===== config.mk =====
export PLATFORM = sky130hd
export DESIGN_NAME = mac8x8_accum
export DESIGN_NICKNAME = d
export VERILOG_FILES = /design/src/rtl/mac8x8_pkg.sv /design/src/rtl/mplier8x8.sv /design/src/rtl/mac8x8_accum.sv
export SDC_FILE = /design/constraint.sdc
export NUM_CORES = 1
export LEC_CHECK = 0
export CORE_ASPECT_RATIO = 2
export CORE_MARGIN = 3
export CORE_UTILIZATION = 50
export DETAILED_ROUTE_END_ITERATION = 7
export PLACE_DENSITY = 0.76
export SYNTH_ARGS = -nofsm -noshare
export SYNTH_HDL_FRONTEND = slang
export SYNTH_SLANG_ARGS = --single-unit

===== constraint.sdc =====
create_clock -name clk -period 4.8 [get_ports clk]
set_input_delay 0.48 -clock clk [delete_from_list [all_inputs] [get_ports clk]]
set_output_delay 0.48 -clock clk [all_outputs]
set_load 0.01 [all_outputs]

===== src/rtl/mac8x8_pkg.sv =====
// Shared constants, frame FSM encoding and saturation limits for mac8x8_accum.
// The limits are only used when the build defines MAC_SAT_EN.
package mac8x8_pkg;

    localparam int ACC_W_DEF = 24;

    typedef enum logic [1:0] {
        S_EMPTY = 2'd0,
        S_ACCUM = 2'd1,
        S_HOLD  = 2'd2
    } frame_state_t;

    // 33 bits covers every legal accumulator width plus one guard bit.
    function automatic logic signed [32:0] sat_max(input int w);
        return (33'sd1 <<< (w - 1)) - 33'sd1;
    endfunction

    function automatic logic signed [32:0] sat_min(input int w);
        return -(33'sd1 <<< (w - 1));
    endfunction

endpackage


===== src/rtl/mplier8x8.sv =====
// Combinational 8x8 two's-complement multiplier with a full 16-bit product.
module mplier8x8 (
    input  logic signed [7:0]  i_a,
    input  logic signed [7:0]  i_b,
    output logic signed [15:0] o_p
);
    assign o_p = 16'(i_a) * 16'(i_b);
endmodule


===== src/rtl/mac8x8_accum.sv =====
// Three-stage signed multiply-accumulate with framed results over valid/ready.
// Optional MAC_SAT_EN: saturating accumulation with a sticky per-frame overflow flag.
module mac8x8_accum
    import mac8x8_pkg::*;
#(
    parameter int ACC_W = ACC_W_DEF
) (
    input  logic                    clk,
    input  logic                    rst,
    input  logic                    in_valid,
    output logic                    in_ready,
    input  logic signed [7:0]       a,
    input  logic signed [7:0]       b,
    input  logic                    last,
    input  logic                    clear,
    output logic                    out_valid,
    input  logic                    out_ready,
    output logic signed [ACC_W-1:0] out_acc,
    output logic                    overflow
);
    logic                    w_en;
    logic                    w_take;
    logic signed [15:0]      w_prod;
    logic signed [ACC_W-1:0] w_sum;

    logic signed [7:0]       r_s1_a;
    logic signed [7:0]       r_s1_b;
    logic                    r_s1_last;
    logic                    r_s1_valid;
    logic signed [15:0]      r_s2_prod;
    logic                    r_s2_last;
    logic                    r_s2_valid;
    logic signed [ACC_W-1:0] r_acc;
    logic signed [ACC_W-1:0] r_out_acc;
    frame_state_t            r_state;
    frame_state_t            w_state_next;

    // A result waiting on a stalled consumer freezes the whole pipeline.
    assign w_en      = !(out_valid && !out_ready);
    assign in_ready  = w_en && !clear && !rst;
    assign w_take    = r_s2_valid && w_en && !clear;
    assign out_valid = (r_state == S_HOLD);
    assign out_acc   = r_out_acc;

    always_ff @(posedge clk) begin
        if (rst || clear) begin
            r_s1_valid <= 1'b0;
            r_s2_valid <= 1'b0;
        end else if (w_en) begin
            r_s1_valid <= in_valid;
            r_s2_valid <= r_s1_valid;
        end
        if (w_en) begin
            r_s1_a    <= a;
            r_s1_b    <= b;
            r_s1_last <= last;
            r_s2_prod <= w_prod;
            r_s2_last <= r_s1_last;
        end
    end

    mplier8x8 u_mplier (
        .i_a (r_s1_a),
        .i_b (r_s1_b),
        .o_p (w_prod)
    );

    always_comb begin
        w_state_next = r_state;
        unique case (r_state)
            S_EMPTY: if (w_take) w_state_next = r_s2_last ? S_HOLD : S_ACCUM;
            S_ACCUM: begin
                if (clear)                     w_state_next = S_EMPTY;
                else if (w_take && r_s2_last)  w_state_next = S_HOLD;
            end
            S_HOLD: begin
                if (out_ready) begin
                    if (w_take) w_state_next = r_s2_last ? S_HOLD : S_ACCUM;
                    else        w_state_next = S_EMPTY;
                end
            end
            default: w_state_next = S_EMPTY;
        endcase
    end

    always_ff @(posedge clk) begin
        if (rst) r_state <= S_EMPTY;
        else     r_state <= w_state_next;
    end

`ifdef MAC_SAT_EN
    localparam logic signed [32:0] SAT_MAX = sat_max(ACC_W);
    localparam logic signed [32:0] SAT_MIN = sat_min(ACC_W);

    logic signed [32:0] w_wide;
    logic               w_sat;
    logic               r_flag;
    logic               r_ovf;

    assign w_wide = 33'(r_acc) + 33'(r_s2_prod);

    always_comb begin
        w_sum = w_wide[ACC_W-1:0];
        w_sat = 1'b0;
        if (w_wide > SAT_MAX) begin
            w_sum = SAT_MAX[ACC_W-1:0];
            w_sat = 1'b1;
        end else if (w_wide < SAT_MIN) begin
            w_sum = SAT_MIN[ACC_W-1:0];
            w_sat = 1'b1;
        end
    end

    always_ff @(posedge clk) begin
        if (rst || clear) begin
            r_flag <= 1'b0;
        end else if (w_take) begin
            r_flag <= r_s2_last ? 1'b0 : (r_flag | w_sat);
        end
        if (rst)                      r_ovf <= 1'b0;
        else if (w_take && r_s2_last) r_ovf <= r_flag | w_sat;
    end

    assign overflow = r_ovf;
`else
    assign w_sum    = r_acc + ACC_W'(r_s2_prod);
    assign overflow = 1'b0;
`endif

    always_ff @(posedge clk) begin
        if (rst) begin
            r_acc     <= '0;
            r_out_acc <= '0;
        end else if (clear) begin
            r_acc <= '0;
        end else if (w_take) begin
            if (r_s2_last) begin
                r_out_acc <= w_sum;
                r_acc     <= '0;
            end else begin
                r_acc <= w_sum;
            end
        end
    end

endmodule


# Yosys cells after proc, flatten, opt, wreduce, memory -nomap -nowiden
# Index checks and enable logic that the tools add are counted.
[classes]
add_sub_neg = 1
n_mul = 1
n_eq_ne = 5
n_mux = 8
bitwise_logic = 1
n_reduce_logical = 15
[op_table]
columns = ["operator", "n"]
rows = [
  ["24-bit by 16-bit adder with 24-bit output", 1],
  ["24-bit two-way mux", 1],
  ["8-bit by 8-bit multiplier with 16-bit output", 1],
  ["2-bit two-way mux", 6],
  ["1-bit logical AND", 6],
  ["2-bit case mux with 3 select lines", 1],
  ["3-bit AND reduction", 2],
  ["1-bit logical NOT", 4],
  ["3-bit != test (second input constant)", 1],
  ["2-bit by 1-bit == test with 1-bit output (second input constant)", 1],
  ["2-bit == test (second input constant)", 1],
  ["2-bit logical NOT", 1],
  ["2-bit by 1-bit != test with 1-bit output (second input constant)", 1],
  ["2-bit != test (second input constant)", 1],
  ["2-bit OR reduction", 1],
  ["1-bit logical OR", 1],
  ["1-bit inverter", 1],
]
[totals]
reg_bits = 86
in_bits = 22
out_inout_bits = 27
elab_cells = 41

# Logic depth before layout (Yosys ltp)
[depth]
ltp_word = 9
ltp_mapped = 19
ltp_nobuf = 19

# Cells and area by module
# Synthesis repeated with hierarchy kept, for this count alone.
[hier_totals]
hier_cells = 720
area_unflattened_um2 = 6814.0
[by_module_without_submodules]
columns = ["module", "n_inst", "cells_per_inst", "area_each_um2", "seq_area_each_um2"]
rows = [
  ["mac8x8_accum", 1, 429, 4271.6, 2062.0],
  ["mplier8x8", 1, 291, 2542.4, 0.0],
]

# Worst setup path after synthesis
# Ideal clock, no wire load.
[synth_timing]
path_kind = "flip-flop to flip-flop"
startpoint = "register r_s1_a[7]"
endpoint = "register r_s2_prod[14], data pin"
setup_time_ns = 0.195
t_arrival_ns = 4.406
required_time_ns = 4.605
slack_ns = 0.199
path_stages_with_launch = 15
n_path_buf = 0
synth_period_minus_slack_ns = 4.601
path_cell_list = "edfxtp_1 and2_1 fa_1 inv_1 fa_1 inv_1 fa_1 inv_1 fa_1 inv_1 ha_1 and2_1 or2_2 or2_2 o311ai_0"
[synth_between]
elab_chain_cells = 1
[synth_lines]
columns = ["item", "line", "text"]
rows = [
  ["from (decl)", "mac8x8_accum.sv:26", "logic signed [7:0] r_s1_a;"],
  ["from (signal assigned)", "mac8x8_accum.sv:54", "r_s1_a <= a;"],
  ["8-bit by 8-bit multiplier with 16-bit output", "mplier8x8.sv:7", "assign o_p = 16'(i_a) * 16'(i_b);"],
  ["net u_mplier.o_p[14]", "mplier8x8.sv:5", "output logic signed [15:0] o_p"],
  ["to (signal assigned)", "mac8x8_accum.sv:57", "r_s2_prod <= w_prod;"],
  ["to (decl)", "mac8x8_accum.sv:30", "logic signed [15:0] r_s2_prod;"],
]
# The timed path passes the listed nets, and every way through them passes these cells.
# A chain may end at the register's enable or synchronous reset.

# Final worst setup path
[layout_timing]
startpoint = "register r_s1_b[2]"
endpoint = "register r_s2_prod[14], data pin"
[layout_between]
elab_chain_cells = 1
[layout_lines]
columns = ["item", "line", "text"]
rows = [
  ["from (decl)", "mac8x8_accum.sv:27", "logic signed [7:0] r_s1_b;"],
  ["from (signal assigned)", "mac8x8_accum.sv:55", "r_s1_b <= b;"],
  ["8-bit by 8-bit multiplier with 16-bit output", "mplier8x8.sv:7", ""],
  ["net u_mplier.o_p[14]", "mplier8x8.sv:5", ""],
]
# The timed path passes the listed nets, and every way through them passes these cells.

==> metrics.csv <==
stage,metric,value,unit
run_status,status,finished clean,
worst_setup_path,CP required,4950,ps
logic_synthesis,syn_area_per_cell,9.327,sq um
power,Sw Pwr,0.001327,W
power,Reg power frac,28.1,%
hold_path,Hold Crit Class,reg -> reg,
worst_setup_path,CP peak stage delay,590,ps
drt,per-cell routed wire length,16.62,microns
floorplan,area of the die,14940,sq um
drt,wl on met1,5.309,mm
timing,Tightest Pin Transition,989.9,ps
timing,RSZ-0062 raised after global routing,no,
placement,Final HPWL DP,12.68,mm
worst_setup_path,slowest CP cell,fa_1,
logic_synthesis,Cells after Synth,720,
logic_synthesis,largest area contributor in the netlist,fa_1,
logic_synthesis,Synth Register Bits,86,
drt,Initial DRT Pass Iterations,4,
drt,total number of vias,5316,
grt,first-pass GRT wire length,25.61,mm
power,Lkg Pwr,3.395,nW
grt,vias in the first global route,5570,
floorplan,# rows,59,
grt,initial antenna violation count,0,
drt,Detail Route Antenna Nets,0,
clock_network,CTS tree,done,
clock_network,deepest clock path buffer count,2,
timing,worst rel slew slack,33.76,%
drt,Vias per Instance,5.673,
logic_synthesis,Synth cell types,63,
worst_setup_path,"Critical Path, Cell by Cell","nand2_2, inv_1, fa_1, inv_2, fa_1, inv_1, fa_1, inv_1, fa_1, inv_1, ha_1, and2_1, or2_2, or2_2, o311ai_1",
clock_network,Worst-path clk slew,70,ps
drt,top layer used by detailed routing,met4,
timing,Slew Limit Fails,0,
clock_network,clock tree sinks,86,
drt,met2 routed WL,9.204,mm
grt,Total GRT Usage,22.15,%
grt,largest net degree at the start of global routing,38,
floorplan,Die Width,87.95,microns
logic_synthesis,Post-synth EDFFs,34,
drt,Iteration-0 DRC Markers,176,
power,Switching Share,39.37,%
power,power share of the clock group,21.2,%
timing,Period minus WS final,4632,ps
clock_network,Clock Latency Late Sink,350,ps
timing,# setup viols final,0,
timing,Clock Skew,12.14,ps
cells_and_area,ANT cells,0,
logic_synthesis,Synth Warn #,0,
placement,I/O Buffers,47,
clock_network,H-tree depth,3,
cells_and_area,area grow syn2layout,16.10,%
timing,highest clock rate,0.2159,GHz
clock_network,CTS Buf Count,9,
logic_synthesis,top cell type's share of synthesized area,16.69,%
clock_network,clk root buf,clkbuf_16,
worst_setup_path,reg2reg setup slack,170,ps
timing,Tcrit/Tclk final,96.50,%
logic_synthesis,ys async rst share,0,%
worst_setup_path,kind of start point of the critical path,flip-flop,
logic_synthesis,most frequent cell after synthesis,inv_1,
worst_setup_path,Crit Path Max Fanout,5,
logic_synthesis,synthesized area,6715,sq um
grt,grt ovf,0,
power,internal power,0.002044,W
cells_and_area,share of layout cells above drive strength 1,7.898,%
floorplan,num ports,49,
timing,setup TNS,0,ps
cells_and_area,filler instances,1126,
power,peak supply drop,0.0002491,V
drt,Detailed Route WL,15.57,mm
worst_setup_path,"Arr. time, crit path",4790,ps
cells_and_area,Final Non-Filler Cells,937,
floorplan,core area,13070,sq um
logic_synthesis,"top cells by area, synth","fa_1 17%, dfxtp_1 16%, edfxtp_1 15%, ha_1 9.7%, inv_1 5.2%",
logic_synthesis,post-synthesis sequential area ratio,30.71,%
placement,Placed Cells,913,
timing,final hold vios,0,
cells_and_area,Final Core Density,59.67,%
drt,WL met3,396,microns
worst_setup_path,crit end category,flip-flop,
power,pwr dens,432.4,nW/um^2
placement,GPL Wtd Cong,0.9335,
floorplan,Starting Density,51.39,%
logic_synthesis,Post-synth top flop,dfxtp_1,
power,Gate power share,50.7,%
logic_synthesis,synthesized netlist net count,850,
cells_and_area,final net count,910,
drt,# DRC,0,
worst_setup_path,Setup Crit Path Kind,reg -> reg,
logic_synthesis,Synth top cells by count,"93 x inv_1, 81 x nand2_1, 56 x fa_1",
floorplan,Die Y,169.9,microns
job,max cap viols,0,
[power by group through the flow]
stage                     clock network [W]  logic [W]  registers [W]
after global placement                    0    0.00157       0.000962
after global routing               0.000756    0.00194       0.000954
final                              0.000713    0.00171       0.000948
after floorplan                           0    0.00127       0.000948
after detailed placement                  0    0.00166       0.000964
after CTS                          0.000726    0.00167       0.000948
[repair_timing]
| action | 4_1_cts | 5_1_grt |
|---|---|---|
| gates resized for setup | 0 | 12 |
| hold buffers | 0 | 0 |
| endpoints found under the setup margin | 0 | 3 |
| setup buffers | 0 | 8 |
[metrics by stage]
step                cell area [sq um]  worst slack [ps]  total power [W]  hold slack, ps
floorplan                        6715             198.8         0.002221           400.3
global placement                 7407             155.6         0.002528           400.9
detailed placement               7407             21.09         0.002627           410.2
CTS                              7705             13.96         0.003343           428.3
global route                     7796             4.699         0.003646           433.6
finish                           7796             167.9         0.003371           421.7
[routing by layer]
layer	global-route usage (%)	vias up
met4	10.75	0
met5	0	-
met2	43.46	115
met1	21.22	2601
met3	3.488	41
li1	-	2559
[critical path: cells and delay by family (launching register included)]
kind,cells,cell delay [ps]
flip-flops,1,480
buffers and inverters,5,310
adder cells (fa/ha/maj),5,2480
AO/OA/AOI/OAI,1,270
AND/OR/NAND/NOR,4,890
[sequential cells by signal, indices dropped and copies added, names as in the netlist]
register    count
out_acc        24
r_acc          24
r_s2_prod      16
r_s1_a          8
r_s1_b          8
r_state         2
r_s1_last       1
r_s1_valid      1
r_s2_last       1
r_s2_valid      1
[path summary, 6_finish.rpt]
kind              from            end  cells after the start
min reg2reg  r_s1_last      r_s2_last                      0
min          r_s1_last      r_s2_last                      0
max          r_s1_b[2]  r_s2_prod[14]                     15
max reg2reg  r_s1_b[2]  r_s2_prod[14]                     15
[layout make-up]
class                   instances  area, sq um  share of cell area, %
flip-flops and latches         86         2062                  26.45
clock inverters                 6        68.82                 0.8827
multi-input cells             520         4254                  54.57
repair buffers                 70        643.1                  8.249
clock buffers                  10        229.0                  2.937
inverters                      93        349.1                  4.478
well taps                     152        190.2                  2.439
[cells by family after synthesis]
kind of cell	Yosys count	share of synthesized area (%)
buffers and inverters	114	6.465
DFF	86	30.71
adders and majority gates	108	26.38
muxes	4	0.6335
and+or+nand+nor	232	17.44
xor gates and xnor gates	37	4.826
AOI/OAI and AO/OA	138	13.49
other	1	0.05584
[layout by cell type, fill, tap and decap left out, drive strengths merged, types with 10 or more instances in the layout]
master / instances
nor2: 36
and2: 44
buf: 23
a211oi: 10
nand2: 81
clkdlybuf4s50: 47
fa: 56
clkbuf: 10
nand3: 17
dfxtp: 52
a21oi: 45
inv: 96
o21ai: 31
edfxtp: 34
ha: 52
xnor2: 23
xor2: 14
No activity file was read; power rests on OpenSTA's default activity.
